**config.mk**
```make
export PLATFORM = sky130hd
export DESIGN_NAME = pb_debounce_multi
export DESIGN_NICKNAME = d
export VERILOG_FILES = /design/src/rtl/pb_pkg.sv /design/src/rtl/pb_debounce_ch.sv /design/src/rtl/pb_debounce_multi.sv
export SDC_FILE = /design/constraint.sdc
export NUM_CORES = 1
export LEC_CHECK = 0
export ABC_AREA = 1
export CAP_MARGIN = 30
export CORE_MARGIN = 3
export CORE_UTILIZATION = 55
export DETAILED_ROUTE_END_ITERATION = 6
export PLACE_DENSITY_LB_ADDON = 0.3
export SLEW_MARGIN = 15
export SYNTH_ARGS = -nofsm -noshare
export SYNTH_HDL_FRONTEND = slang
export SYNTH_SLANG_ARGS = --single-unit
```
**constraint.sdc**
```tcl
create_clock -name clk -period 1.85 [get_ports clk]
set_input_delay 0.37 -clock clk [delete_from_list [all_inputs] [get_ports clk]]
set_output_delay 0.37 -clock clk [all_outputs]
set_load 0.01 [all_outputs]
```
**src/rtl/pb_pkg.sv**
```systemverilog
// Shared helpers for the pushbutton conditioner: idle level, counter widths
// and the default timing constants.
package pb_pkg;

    localparam int DEF_DB_CYCLES   = 16;
    localparam int DEF_LONG_CYCLES = 1000;

    // Widths for the default configuration; instances with other timing
    // derive their own widths through cnt_w().
    localparam int DB_W   = $clog2(DEF_DB_CYCLES + 1);
    localparam int LONG_W = $clog2(DEF_LONG_CYCLES + 1);

    function automatic int cnt_w(input int max_val);
        return (max_val < 1) ? 1 : $clog2(max_val + 1);
    endfunction

    // Level seen on an unpressed button.
    function automatic logic idle_lvl(input bit active_low);
        return active_low ? 1'b1 : 1'b0;
    endfunction

endpackage

```
**src/rtl/pb_debounce_ch.sv**
```systemverilog
// One button channel: two-flop synchroniser, stable-count debounce, press /
// release edge pulses and long-press detection.
module pb_debounce_ch
    import pb_pkg::*;
#(
    parameter int DB_CYCLES   = DEF_DB_CYCLES,
    parameter int LONG_CYCLES = DEF_LONG_CYCLES,
    parameter bit ACTIVE_LOW  = 1'b1
) (
    input  logic clk,
    input  logic rst_n,
    input  logic pb,
    input  logic tick,
    output logic held,
    output logic pressed,
    output logic released,
    output logic long_press,
    output logic long_held
);

    localparam int DBW = cnt_w(DB_CYCLES);
    localparam int LW  = cnt_w(LONG_CYCLES);

    localparam logic            IDLE      = idle_lvl(ACTIVE_LOW);
    localparam logic            POLARITY  = ACTIVE_LOW ? 1'b1 : 1'b0;
    localparam logic [DBW-1:0]  DB_LAST   = DBW'(DB_CYCLES - 1);
    localparam logic [DBW-1:0]  DB_ONE    = DBW'(1);
    localparam logic [LW-1:0]   LONG_MAX  = LW'(LONG_CYCLES);
    localparam logic [LW-1:0]   LONG_PRE  = LW'(LONG_CYCLES - 1);
    localparam logic [LW-1:0]   LONG_ONE  = LW'(1);

    logic           sync1_q,    sync1_d;
    logic           sync2_q,    sync2_d;
    logic           held_q,     held_d;
    logic           held_dly_q, held_dly_d;
    logic [DBW-1:0] db_cnt_q,   db_cnt_d;
    logic [LW-1:0]  hold_cnt_q, hold_cnt_d;
    logic           long_held_q, long_held_d;

    logic act;

    assign act = sync2_q ^ POLARITY;

    always_comb begin
        sync1_d    = pb;
        sync2_d    = sync1_q;
        held_dly_d = held_q;
        held_d     = held_q;
        db_cnt_d   = db_cnt_q;

        // Any sample that agrees with the accepted level restarts the run.
        if (act == held_q) begin
            db_cnt_d = '0;
        end else if (tick) begin
            if (db_cnt_q == DB_LAST) begin
                held_d   = act;
                db_cnt_d = '0;
            end else begin
                db_cnt_d = db_cnt_q + DB_ONE;
            end
        end
    end

    always_comb begin
        hold_cnt_d = hold_cnt_q;
        if (!held_q) begin
            hold_cnt_d = '0;
        end else if (tick && (hold_cnt_q != LONG_MAX)) begin
            hold_cnt_d = hold_cnt_q + LONG_ONE;
        end
        // Gated by the next held level so long_held falls with the release pulse.
        long_held_d = held_d && (hold_cnt_d == LONG_MAX);
    end

    always_ff @(posedge clk or negedge rst_n) begin
        if (!rst_n) begin
            sync1_q     <= IDLE;
            sync2_q     <= IDLE;
            held_q      <= 1'b0;
            held_dly_q  <= 1'b0;
            db_cnt_q    <= '0;
            hold_cnt_q  <= '0;
            long_held_q <= 1'b0;
        end else begin
            sync1_q     <= sync1_d;
            sync2_q     <= sync2_d;
            held_q      <= held_d;
            held_dly_q  <= held_dly_d;
            db_cnt_q    <= db_cnt_d;
            hold_cnt_q  <= hold_cnt_d;
            long_held_q <= long_held_d;
        end
    end

    assign held       = held_q;
    assign pressed    = held_q & ~held_dly_q;
    assign released   = ~held_q & held_dly_q;
    assign long_press = held_q & tick & (hold_cnt_q == LONG_PRE);
    assign long_held  = long_held_q;

endmodule

```
**src/rtl/pb_debounce_multi.sv**
```systemverilog
// Multi-channel pushbutton conditioner: N_CH independent channels sharing
// clock, reset and the timing prescale tick.
module pb_debounce_multi
    import pb_pkg::*;
#(
    parameter int N_CH        = 4,
    parameter int DB_CYCLES   = DEF_DB_CYCLES,
    parameter int LONG_CYCLES = DEF_LONG_CYCLES,
    parameter bit ACTIVE_LOW  = 1'b1
) (
    input  logic            clk,
    input  logic            rst_n,
    input  logic [N_CH-1:0] PB,
    input  logic            tick,
    output logic [N_CH-1:0] held,
    output logic [N_CH-1:0] pressed,
    output logic [N_CH-1:0] released,
    output logic [N_CH-1:0] long_press,
    output logic [N_CH-1:0] long_held
);

    for (genvar g = 0; g < N_CH; g++) begin : g_ch
        pb_debounce_ch #(
            .DB_CYCLES   (DB_CYCLES),
            .LONG_CYCLES (LONG_CYCLES),
            .ACTIVE_LOW  (ACTIVE_LOW)
        ) u_ch (
            .clk        (clk),
            .rst_n      (rst_n),
            .pb         (PB[g]),
            .tick       (tick),
            .held       (held[g]),
            .pressed    (pressed[g]),
            .released   (released[g]),
            .long_press (long_press[g]),
            .long_held  (long_held[g])
        );
    end

endmodule

```
==> summary.txt, run 1 <==
Timing
  – F_max: 545 MHz
  – WHS: 0.358 ns
  – Clk_skew: 0.00881 ns
  – Final TNS setup: 0 ns
  – Worst slew pin tran: just over 0.4 ns
  – Setup ws final: 0.0148 ns
  – RSZ-0062 raised after global routing: yes
  – Slew Viols, Final: 0
  – Final hold vios: 0
  – Slew margin rel.: 72.9%
  – Final setup fails: 0
  – Tcrit/Tclk final: around 99%
  – Minimum clock period: 1.84 ns

Synth
  – Cell taking the most area after synthesis: dfrtp_1
  – Share of the yosys chip area belonging to registers: 44.8%
  – Ys async rst share: between 90% and 100%
  – Synthesis warning total: 0
  – Share of the synthesized area in the top cell type: between 40% and 50%
  – Post-synth cell types: 32
  – Mapped Cells: ~580
  – Syn Nets: 602
  – Synth Register Bits: 80
  – Mean post-synth cell area: 7.70 µm²
  – Synthesized area: 0.00449 mm²
  – Main synth FF type: dfrtp_1
  – Synth area leaders: dfrtp_1 40%, nand3_1 9.7%, nand2_1 9.6%
  – Post-synth EDFFs: 0

Route
  – Detailed Route WL: just over 9000 µm
  – Detail Route Antenna Nets: 0
  – Drt drc: 0
  – First drt pass iteration count: 4
  – Total number of vias: 3892
  – Routed wire per std cell: between 10 and 15 µm
  – Drt initial violations: around 200
  – Vias per cell: 5.07

Placement
  – Placed cell area: 0.00513 mm²
  – DP HPWL: 6810 µm
  – Gpl congestion: 0.875
  – Port Buf Inserts: 26
  – Placed Cells: ~740
  – Place WS: -0.536 ns

Setup path
  – CP required: 1.48 ns
  – Nature of the critical path startpoint: register
  – CP Max Fanout: 2
  – CP endpoint kind: output pin
  – Crit Path Class: reg2out
  – CP arrival: 1.47 ns

CTS
  – Clk slew on worst S/H paths: 0.07 ns
  – CTS max path bufs: 2
  – CTS tree: built
  – H-tree Lvls: 3
  – Num CTS Buffers: 9
  – Clock root cell: clkbuf_8
  – CTS sink count: 80
  – Clock Latency Late Sink: approximately 0.35 ns

Finish
  – Layout cells sized above 1: a little over a fifth
  – Synth-to-layout area growth: 21.7%
  – Fin cells: 768
  – Final Instance Area: approximately 0.0055 mm²
  – Final core occ: 70.0%
  – NumNets Final: 681
  – Antenna diodes: 0
  – Register area: ~0.0020 mm²
  – Multi-input gate area: 0.00190 mm²
  – Filler instances: 616

Pwr
  – VDD IR-drop max: around 0.39 mV
  – Pwr Total: between 3 and 4 mW
  – Pwr dens: 605 mW/mm²
  – Static Leak: 2.91 nW

Floorplanning
  – Core ar.: 0.00781 mm²
  – Die width: 96.4 µm
  – Die area: between 0.009 and 0.01 mm²
  – Die Span Y: a little under 100 µm
  – Site Rows: 32
  – Initial Util: 57.5%
  – Number of top-level pins: 27

Global routing
  – GR Util All Layers: roughly 22%
  – First-pass GRT wire length: around 16000 µm
  – Initial antenna violation count: 0
  – Pin count of the biggest net entering global routing: 51
  – Grt ovf: 0
  – Vias in the first global route: 3828

Flow run
  – MaxCap Viol Count: 0

Worst hold path
  – Worst Hold Class: reg2reg

Run status
  – Status: finished clean
==> where the power goes <==
| part | total (mW) | internal, mW | switching [mW] |
|---|---|---|---|
| Combinational | 0.207 | 0.0818 | 0.125 |
| Clock | 1.25 | 0.652 | 0.595 |
| Sequential | 1.85 | 1.81 | 0.0479 |
| Total | 3.31 | 2.54 | 0.768 |
==> cell usage in the layout (no fill, tap or decap), types with 2 or more instances in the layout <==
cell,count
nor2_4,5
dfrtp_1,70
clkbuf_8,10
a21oi_1,12
buf_2,3
or2_1,2
nor3_1,14
nor2_1,42
buf_4,71
nand2_1,109
o21ai_0,16
buf_6,2
xnor2_1,4
inv_2,3
inv_1,105
clkdlybuf4s50_1,13
nand3_1,86
xor2_1,8
nand2_2,9
ha_1,11
o211ai_1,2
dfstp_2,8
and3_1,4
dfrtp_2,2
dlygate4sd2_1,3
dlymetal6s2s_1,5
nor3_2,5
nor2_2,16
nand4_1,4
nand3_2,2
o21ai_1,5
nor4_2,2
clkbuf_1,2
==> state kept, by name, summed over array words and instances, names as in the netlist <==
name,count
g_ch.u_ch.db_cnt_q,20
g_ch.u_ch.held,4
g_ch.u_ch.held_dly_q,4
g_ch.u_ch.hold_cnt_q,40
g_ch.u_ch.long_held,4
g_ch.u_ch.sync1_q,4
g_ch.u_ch.sync2_q,4
==> cells by family after synthesis <==
| logic type | count (synthesis) | share of synthesized area [%] |
|---|---|---|
| DFF | 80 | 44.8 |
| xor gates and xnor gates | 12 | 2.34 |
| buffers and inverters | 141 | 14.3 |
| and+or+nand+nor | 301 | 30.8 |
| adders and majority gates | 12 | 3.34 |
| AOI/OAI and AO/OA | 37 | 4.37 |
==> metal layers <==
layer	global-route usage, %	vias to the layer above	routed length (µm)
met5	0	-	0
met4	6.89	0	133
met3	4.18	16	276
met2	37.7	50	4770
met1	27.1	1862	4150
li1	-	1964	-
==> synthesized netlist by cell type (8+ instances only) <==
| cell | number |
|---|---|
| xor2_1 | 8 |
| nor3_1 | 16 |
| o21ai_0 | 16 |
| nor2_1 | 47 |
| a21oi_1 | 12 |
| nand3_1 | 87 |
| ha_1 | 12 |
| dfrtp_1 | 72 |
| dfstp_2 | 8 |
| nor2_2 | 12 |
| buf_4 | 23 |
| nand2_1 | 115 |
| inv_1 | 107 |
==> area by class of cell <==
| type | count | share of cell area (%) |
|---|---|---|
| flip-flops and latches | 80 | 36.8 |
| multi-input cells | 362 | 34.7 |
| repair buffers | 100 | 15.2 |
| inverters | 109 | 7.48 |
| clock buffers | 12 | 2.65 |
| well taps | 102 | 2.33 |
| clock inverters | 3 | 0.778 |
==> final timing paths <==
kind | start | endpoint | slack, ns | depth (start not counted)
max | g_ch[1].u_ch.hold_cnt_q[4] | long_press[1] | 0.01 | 6
min | g_ch[1].u_ch.sync1_q | g_ch[1].u_ch.sync2_q | 0.36 | 0
min reg2reg | g_ch[1].u_ch.sync1_q | g_ch[1].u_ch.sync2_q | 0.36 | 0
max reg2reg | g_ch[3].u_ch.hold_cnt_q[0] | g_ch[3].u_ch.long_held | 0.14 | 14
min in group asynchronous | rst_n | g_ch[3].u_ch.long_held | 0.42 | 2
max in group asynchronous | rst_n | g_ch[1].u_ch.sync1_q | 0.85 | 3
==> worst max-delay path, cell delays in order (launching register included) <==
cell and delay (ns):
dfrtp_1 0.40, inv_2 0.07, nand2_2 0.05, nor2_4 0.08, nand4_1 0.12, nor4_2 0.22, buf_2 0.19
==> timing repair <==
action | CTS | global route
buffers inserted | 2 | 7
pin swaps | 2 | 2
resized for setup | 24 | 24
hold buffers | 1 | 0
endpoints found under the setup margin | 12 | 12
hold endpoints to repair | 13 | 0
No activity file was read; power rests on OpenSTA's default activity.
==> run 2, diff against run 1 <==
--- a/config.mk
+++ b/config.mk
@@ -11,6 +11,7 @@
 export CORE_UTILIZATION = 55
 export DETAILED_ROUTE_END_ITERATION = 6
 export PLACE_DENSITY_LB_ADDON = 0.3
+export REMOVE_ABC_BUFFERS = 1
 export SLEW_MARGIN = 15
 export SYNTH_ARGS = -nofsm -noshare
 export SYNTH_HDL_FRONTEND = slang
==> summary.txt, run 2 (same netlist as run 1, synthesis figures left out) <==
Run status
  – Status: finished clean

Finish
  – Regs by FF count: g_ch.u_ch.hold_cnt_q: 40 flops, g_ch.u_ch.db_cnt_q: 20 flops
  – Max reg flops: 40
  – NumNets Final: 682
  – Biggest register: g_ch.u_ch.hold_cnt_q
  – Antenna diodes: 0
  – Synth-to-layout area growth: 22.5%
  – Commonest non-fill, non-tap cell in the layout: nand2_1
  – Layout cells sized above 1: approximately 22%
  – Most frequent cells in the layout: 110 x nand2_1, 105 x inv_1, 86 x nand3_1, 71 x dfrtp_1, 71 x buf_4

Timing
  – Tcrit/Tclk final: approximately 98%
  – Slew margin rel.: between 60 and 70%
  – Worst slew pin tran: 0.447 ns
  – Minimum clock period: 1.81 ns
  – Slew Viols, Final: 0
  – Final hold vios: 0
  – Setup ws final: 0.0354 ns
  – Final TNS setup: 0 ns
  – F_max: between 500 and 600 MHz
  – Final setup fails: 0
  – RSZ-0062 raised after global routing: yes
  – Clk_skew: 0.00779 ns

Setup path
  – CP endpoint kind: output pin
  – Crit Path Class: reg2out
  – Critical Path Start: g_ch[3].u_ch.hold_cnt_q[1]
  – Reg-to-Reg Start: g_ch[3].u_ch.hold_cnt_q[0]
  – CP arrival: 1.44 ns
  – Nature of the critical path startpoint: register
  – CP Max Fanout: 2
  – CP required: 1.48 ns

Placement
  – Place WS: -0.475 ns
  – DP HPWL: 6820 µm
  – Gpl congestion: between 0.9 and 1
  – Port Buf Inserts: 26

Route
  – Detail Route Antenna Nets: 0
  – Vias per cell: ~5
  – Routed wire per std cell: around 12 µm
  – Total number of vias: about 3900
  – Detailed Route WL: 9490 µm
  – Drt drc: 0
  – Drt initial violations: 237
  – First drt pass iteration count: 4

Worst hold path
  – Hold wc startpoint: g_ch[3].u_ch.sync1_q
  – Worst Hold Class: reg2reg

Pwr
  – Clock network fraction of total power: just under 40%
  – Pwr dens: 612 mW/mm²
  – Sw power: 0.820 mW
  – Seq pwr share: a little under three fifths
  – Comb pwr share: 6.2%
  – VDD IR-drop max: 0.554 mV
  – Switch share: 24.4%
  – Cell Int Power: between 2 and 3 mW
  – Static Leak: about 2.9 nW

Floorplanning
  – Die Span Y: 96.4 µm
  – Die area: 0.00929 mm²
  – Number of top-level pins: 27
  – Die width: 96.4 µm
  – Core ar.: 0.00781 mm²
  – Initial Util: between 50% and 60%
  – Site Rows: 32

CTS
  – Num CTS Buffers: 9
  – Clock root cell: clkbuf_8
  – Clock Latency Late Sink: roughly 0.35 ns
  – CTS max path bufs: 2
  – H-tree Lvls: 3
  – CTS tree: built
  – CTS sink count: 80
  – Clk slew on worst S/H paths: 0.09 ns

Global routing
  – Grt ovf: 0
  – Initial antenna violation count: 0
  – Pin count of the biggest net entering global routing: 42
  – Vias in the first global route: 3709
  – GR Util All Layers: a little over a fifth
  – First-pass GRT wire length: 16000 µm

Flow run
  – MaxCap Viol Count: 0
[run 2: critical path, cell delays in order, from the launching register on]
cell and delay, ns:
dfrtp_1 0.36, ha_2 0.20, nand2_2 0.07, nor2_4 0.12, inv_2 0.06, nor4_4 0.12
buf_2 0.16
[run 2: path summary, 6_finish.rpt]
kind                       slack (ns)  cells after the start                         end
setup / recovery                 0.04                      6               long_press[3]
hold / removal                   0.35                      0        g_ch[3].u_ch.sync2_q
setup reg to reg                 0.15                     13      g_ch[3].u_ch.long_held
hold reg to reg                  0.35                      0        g_ch[3].u_ch.sync2_q
max in group asynchronous        0.77                      3        g_ch[2].u_ch.sync1_q
min in group asynchronous        0.46                      2  g_ch[3].u_ch.hold_cnt_q[9]
[run 2: layout make-up]
cell class	count	area (µm²)
fillers	632	2300
flip-flops and latches	80	2010
multi-input cells	362	1920
repair buffers	101	832
inverters	109	409
clock buffers	11	141
well taps	102	128
clock inverters	5	56.3
[run 2: repair_timing]
action                                 CTS  global route
cloned                                   0             0
hold buffers                             1             0
setup buffers                            2            10
endpoints found under the hold margin   23             0
pin swaps                                0            10
gates resized for setup                 29            28
setup endpoints to repair               15            10
[run 2: power by group through the flow]
stage,registers [mW],clock network [mW],logic (mW)
5_1_grt,1.86,1.41,0.244
2_1_floorplan,1.87,0,0.0968
3_5_place_dp,1.88,0,0.206
4_1_cts,1.85,1.33,0.209
6_report,1.85,1.31,0.207
3_3_place_gp,1.88,0,0.195
[run 2: metal layers]
metal	global-route usage, %	vias to the layer above	share of wire [%]
met5	0	-	0
met4	7.01	0	1.3
met3	3.41	14	3.2
met2	38.2	57	51
met1	27.9	1817	45
li1	-	1962	-
[run 2: through the flow]
step / power, mW / hold slack (ns) / util, % / instances / area [µm²]
floorplan: 1.97 / 0.0744 / - / 551 / 4260
global placement: 2.08 / 0.303 / 65.6 / 741 / 5120
detailed placement: 2.09 / 0.311 / 65.6 / 741 / 5120
CTS: 3.39 / 0.356 / 68.6 / 760 / 5360
global route: 3.51 / 0.363 / 70.5 / 770 / 5500
finish: 3.37 / 0.355 / 70.5 / 770 / 5500
==> run 3, diff against run 2 <==
--- a/config.mk
+++ b/config.mk
@@ -10,9 +10,10 @@
 export CORE_MARGIN = 3
 export CORE_UTILIZATION = 55
 export DETAILED_ROUTE_END_ITERATION = 6
-export PLACE_DENSITY_LB_ADDON = 0.3
+export PLACE_DENSITY = 0.75
 export REMOVE_ABC_BUFFERS = 1
 export SLEW_MARGIN = 15
 export SYNTH_ARGS = -nofsm -noshare
 export SYNTH_HDL_FRONTEND = slang
 export SYNTH_SLANG_ARGS = --single-unit
+export TNS_END_PERCENT = 5
==> summary.txt, run 3 (same netlist as run 1, synthesis figures left out) <==
Finish
  – Final core occ: approximately 69%
  – Max reg flops: 40
  – Final Instance Area: 0.00537 mm²
  – Filler instances: around 630
  – Layout cells sized above 1: 20.5%
  – Biggest register: g_ch.u_ch.hold_cnt_q
  – Synth-to-layout area growth: 19.4%
  – Fin cells: 757
  – NumNets Final: 669
  – Regs by FF count: g_ch.u_ch.hold_cnt_q: 40 flops, g_ch.u_ch.db_cnt_q: 20 flops
  – Commonest non-fill, non-tap cell in the layout: nand2_1
  – Antenna diodes: 0
  – Most frequent cells in the layout: 110 x nand2_1, 105 x inv_1, 85 x nand3_1, 71 x dfrtp_1, 59 x buf_4

Pwr
  – Pwr dens: slightly above 600 mW/mm²
  – Pwr Total: 3.31 mW
  – Cell Int Power: 2.51 mW
  – Static Leak: ~2.8 nW
  – VDD IR-drop max: ~0.35 mV
  – Switch share: 24.3%
  – Comb pwr share: 6.1%
  – Seq pwr share: between 50% and 60%
  – Clock network fraction of total power: 37.9%
  – Sw power: approximately 0.81 mW

Route
  – Total number of vias: between 3000 and 4000
  – Detailed Route WL: 9230 µm
  – Detail Route Antenna Nets: 0
  – Drt initial violations: 171
  – Vias per cell: 5.06
  – Routed wire per std cell: about 12 µm
  – Drt drc: 0
  – First drt pass iteration count: 4

CTS
  – CTS sink count: 80
  – Num CTS Buffers: 9
  – H-tree Lvls: 3
  – Clk slew on worst S/H paths: around 0.09 ns
  – Clock root cell: clkbuf_8
  – CTS max path bufs: 2
  – Clock Latency Late Sink: 0.35 ns
  – CTS tree: built

Timing
  – Slew Viols, Final: 0
  – Minimum clock period: 1.85 ns
  – RSZ-0062 raised after global routing: yes
  – Final setup fails: 1
  – Worst slew pin tran: 0.405 ns
  – Slew margin rel.: 72.8%
  – Setup ws final: -0.00426 ns
  – Final hold vios: 0
  – F_max: roughly 540 MHz
  – Tcrit/Tclk final: 100%
  – Clk_skew: 0.0120 ns

Floorplanning
  – Initial Util: 57.5%
  – Site Rows: 32
  – Number of top-level pins: 27
  – Core ar.: 0.00781 mm²
  – Die Span Y: 96.4 µm
  – Die width: 96.4 µm
  – Die area: 0.00929 mm²

Setup path
  – Crit Path Class: reg2out
  – Worst reg2reg setup slack: 0.08 ns
  – Nature of the critical path startpoint: register
  – CP arrival: about 1.5 ns
  – CP required: 1.48 ns
  – CP Max Fanout: 2
  – CP endpoint kind: output pin

Flow run
  – MaxCap Viol Count: 0

Global routing
  – Grt ovf: 0
  – GR Util All Layers: between 20% and 30%
  – First-pass GRT wire length: 15400 µm
  – Initial antenna violation count: 0
  – Vias in the first global route: 3596
  – Pin count of the biggest net entering global routing: 34

Placement
  – Gpl congestion: 0.891
  – Place WS: -0.699 ns
  – Port Buf Inserts: 26
  – Placed Cells: 735
  – Placed cell area: 0.00507 mm²
  – DP HPWL: 6620 µm

Run status
  – Status: finished, violations left
  – Violated checks: setup timing

Worst hold path
  – Worst Hold Class: reg2reg
run 3: cell types whose count changed in the layout (fill, tap and decap cells not counted), moves of 2 or more:
cell             before  now
buf_4                71   59
nor2_1               42   44
clkdlybuf4s50_1      10   12
clkinvlp_4            1    3
dlymetal6s2s_1        5    2
run 3: final timing paths:
kind	from	endpoint	cells past startpoint
setup / recovery	g_ch[3].u_ch.hold_cnt_q[1]	long_press[3]	6
hold / removal	g_ch[2].u_ch.sync1_q	g_ch[2].u_ch.sync2_q	0
setup reg to reg	g_ch[3].u_ch.hold_cnt_q[1]	g_ch[3].u_ch.long_held	14
hold reg to reg	g_ch[2].u_ch.sync1_q	g_ch[2].u_ch.sync2_q	0
max in group asynchronous	rst_n	g_ch[1].u_ch.sync1_q	3
min in group asynchronous	rst_n	g_ch[3].u_ch.hold_cnt_q[2]	2
run 3: routing by layer:
metal | wire, µm | track usage, % | up-vias
li1 | - | - | 1935
met1 | 4160 | 27.8 | 1803
met2 | 4610 | 34.9 | 73
met3 | 320 | 3.80 | 16
met4 | 144 | 6.19 | 0
met5 | 0 | 0 | -
run 3: worst max-delay path, stage by stage (launching register included):
cell	delay, ns
dfrtp_1	0.37
ha_2	0.20
nand2_2	0.08
nor2_4	0.14
inv_2	0.05
nor4_2	0.13
buf_2	0.17
run 3: power groups by stage:
stage               combinational [mW]  clock, mW  sequential [mW]
global route                     0.236       1.36             1.86
detailed placement               0.206          0             1.89
CTS                              0.207       1.28             1.85
global placement                 0.193          0             1.88
finish                           0.204       1.26             1.85
floorplan                       0.0968          0             1.87
run 3: stage by stage:
stage | TNS, ns | hold WS (ns)
2_1_floorplan | 0 | 0.0744
3_3_place_gp | -8.89 | 0.312
3_5_place_dp | -9.61 | 0.312
4_1_cts | -0.352 | 0.356
5_1_grt | -0.302 | 0.358
6_report | -0.00426 | 0.347
run 3: cell type report:
cell class	count	area, µm²	area share [%]
sequential	80	2010	37.5
multi-input combinational	362	1900	35.5
timing repair buffer	88	723	13.5
inverter	109	409	7.63
clock buffer	11	131	2.45
tap	102	128	2.38
clock inverter	5	57.6	1.07
run 3: timing repair:
| action | in CTS | in global routing |
|---|---|---|
| setup buffers | 0 | 5 |
| gates resized for setup | 24 | 26 |
| hold buffers | 1 | 0 |
| endpoints found under the setup margin | 16 | 10 |
| endpoints found under the hold margin | 22 | 0 |
| pin swaps | 0 | 9 |
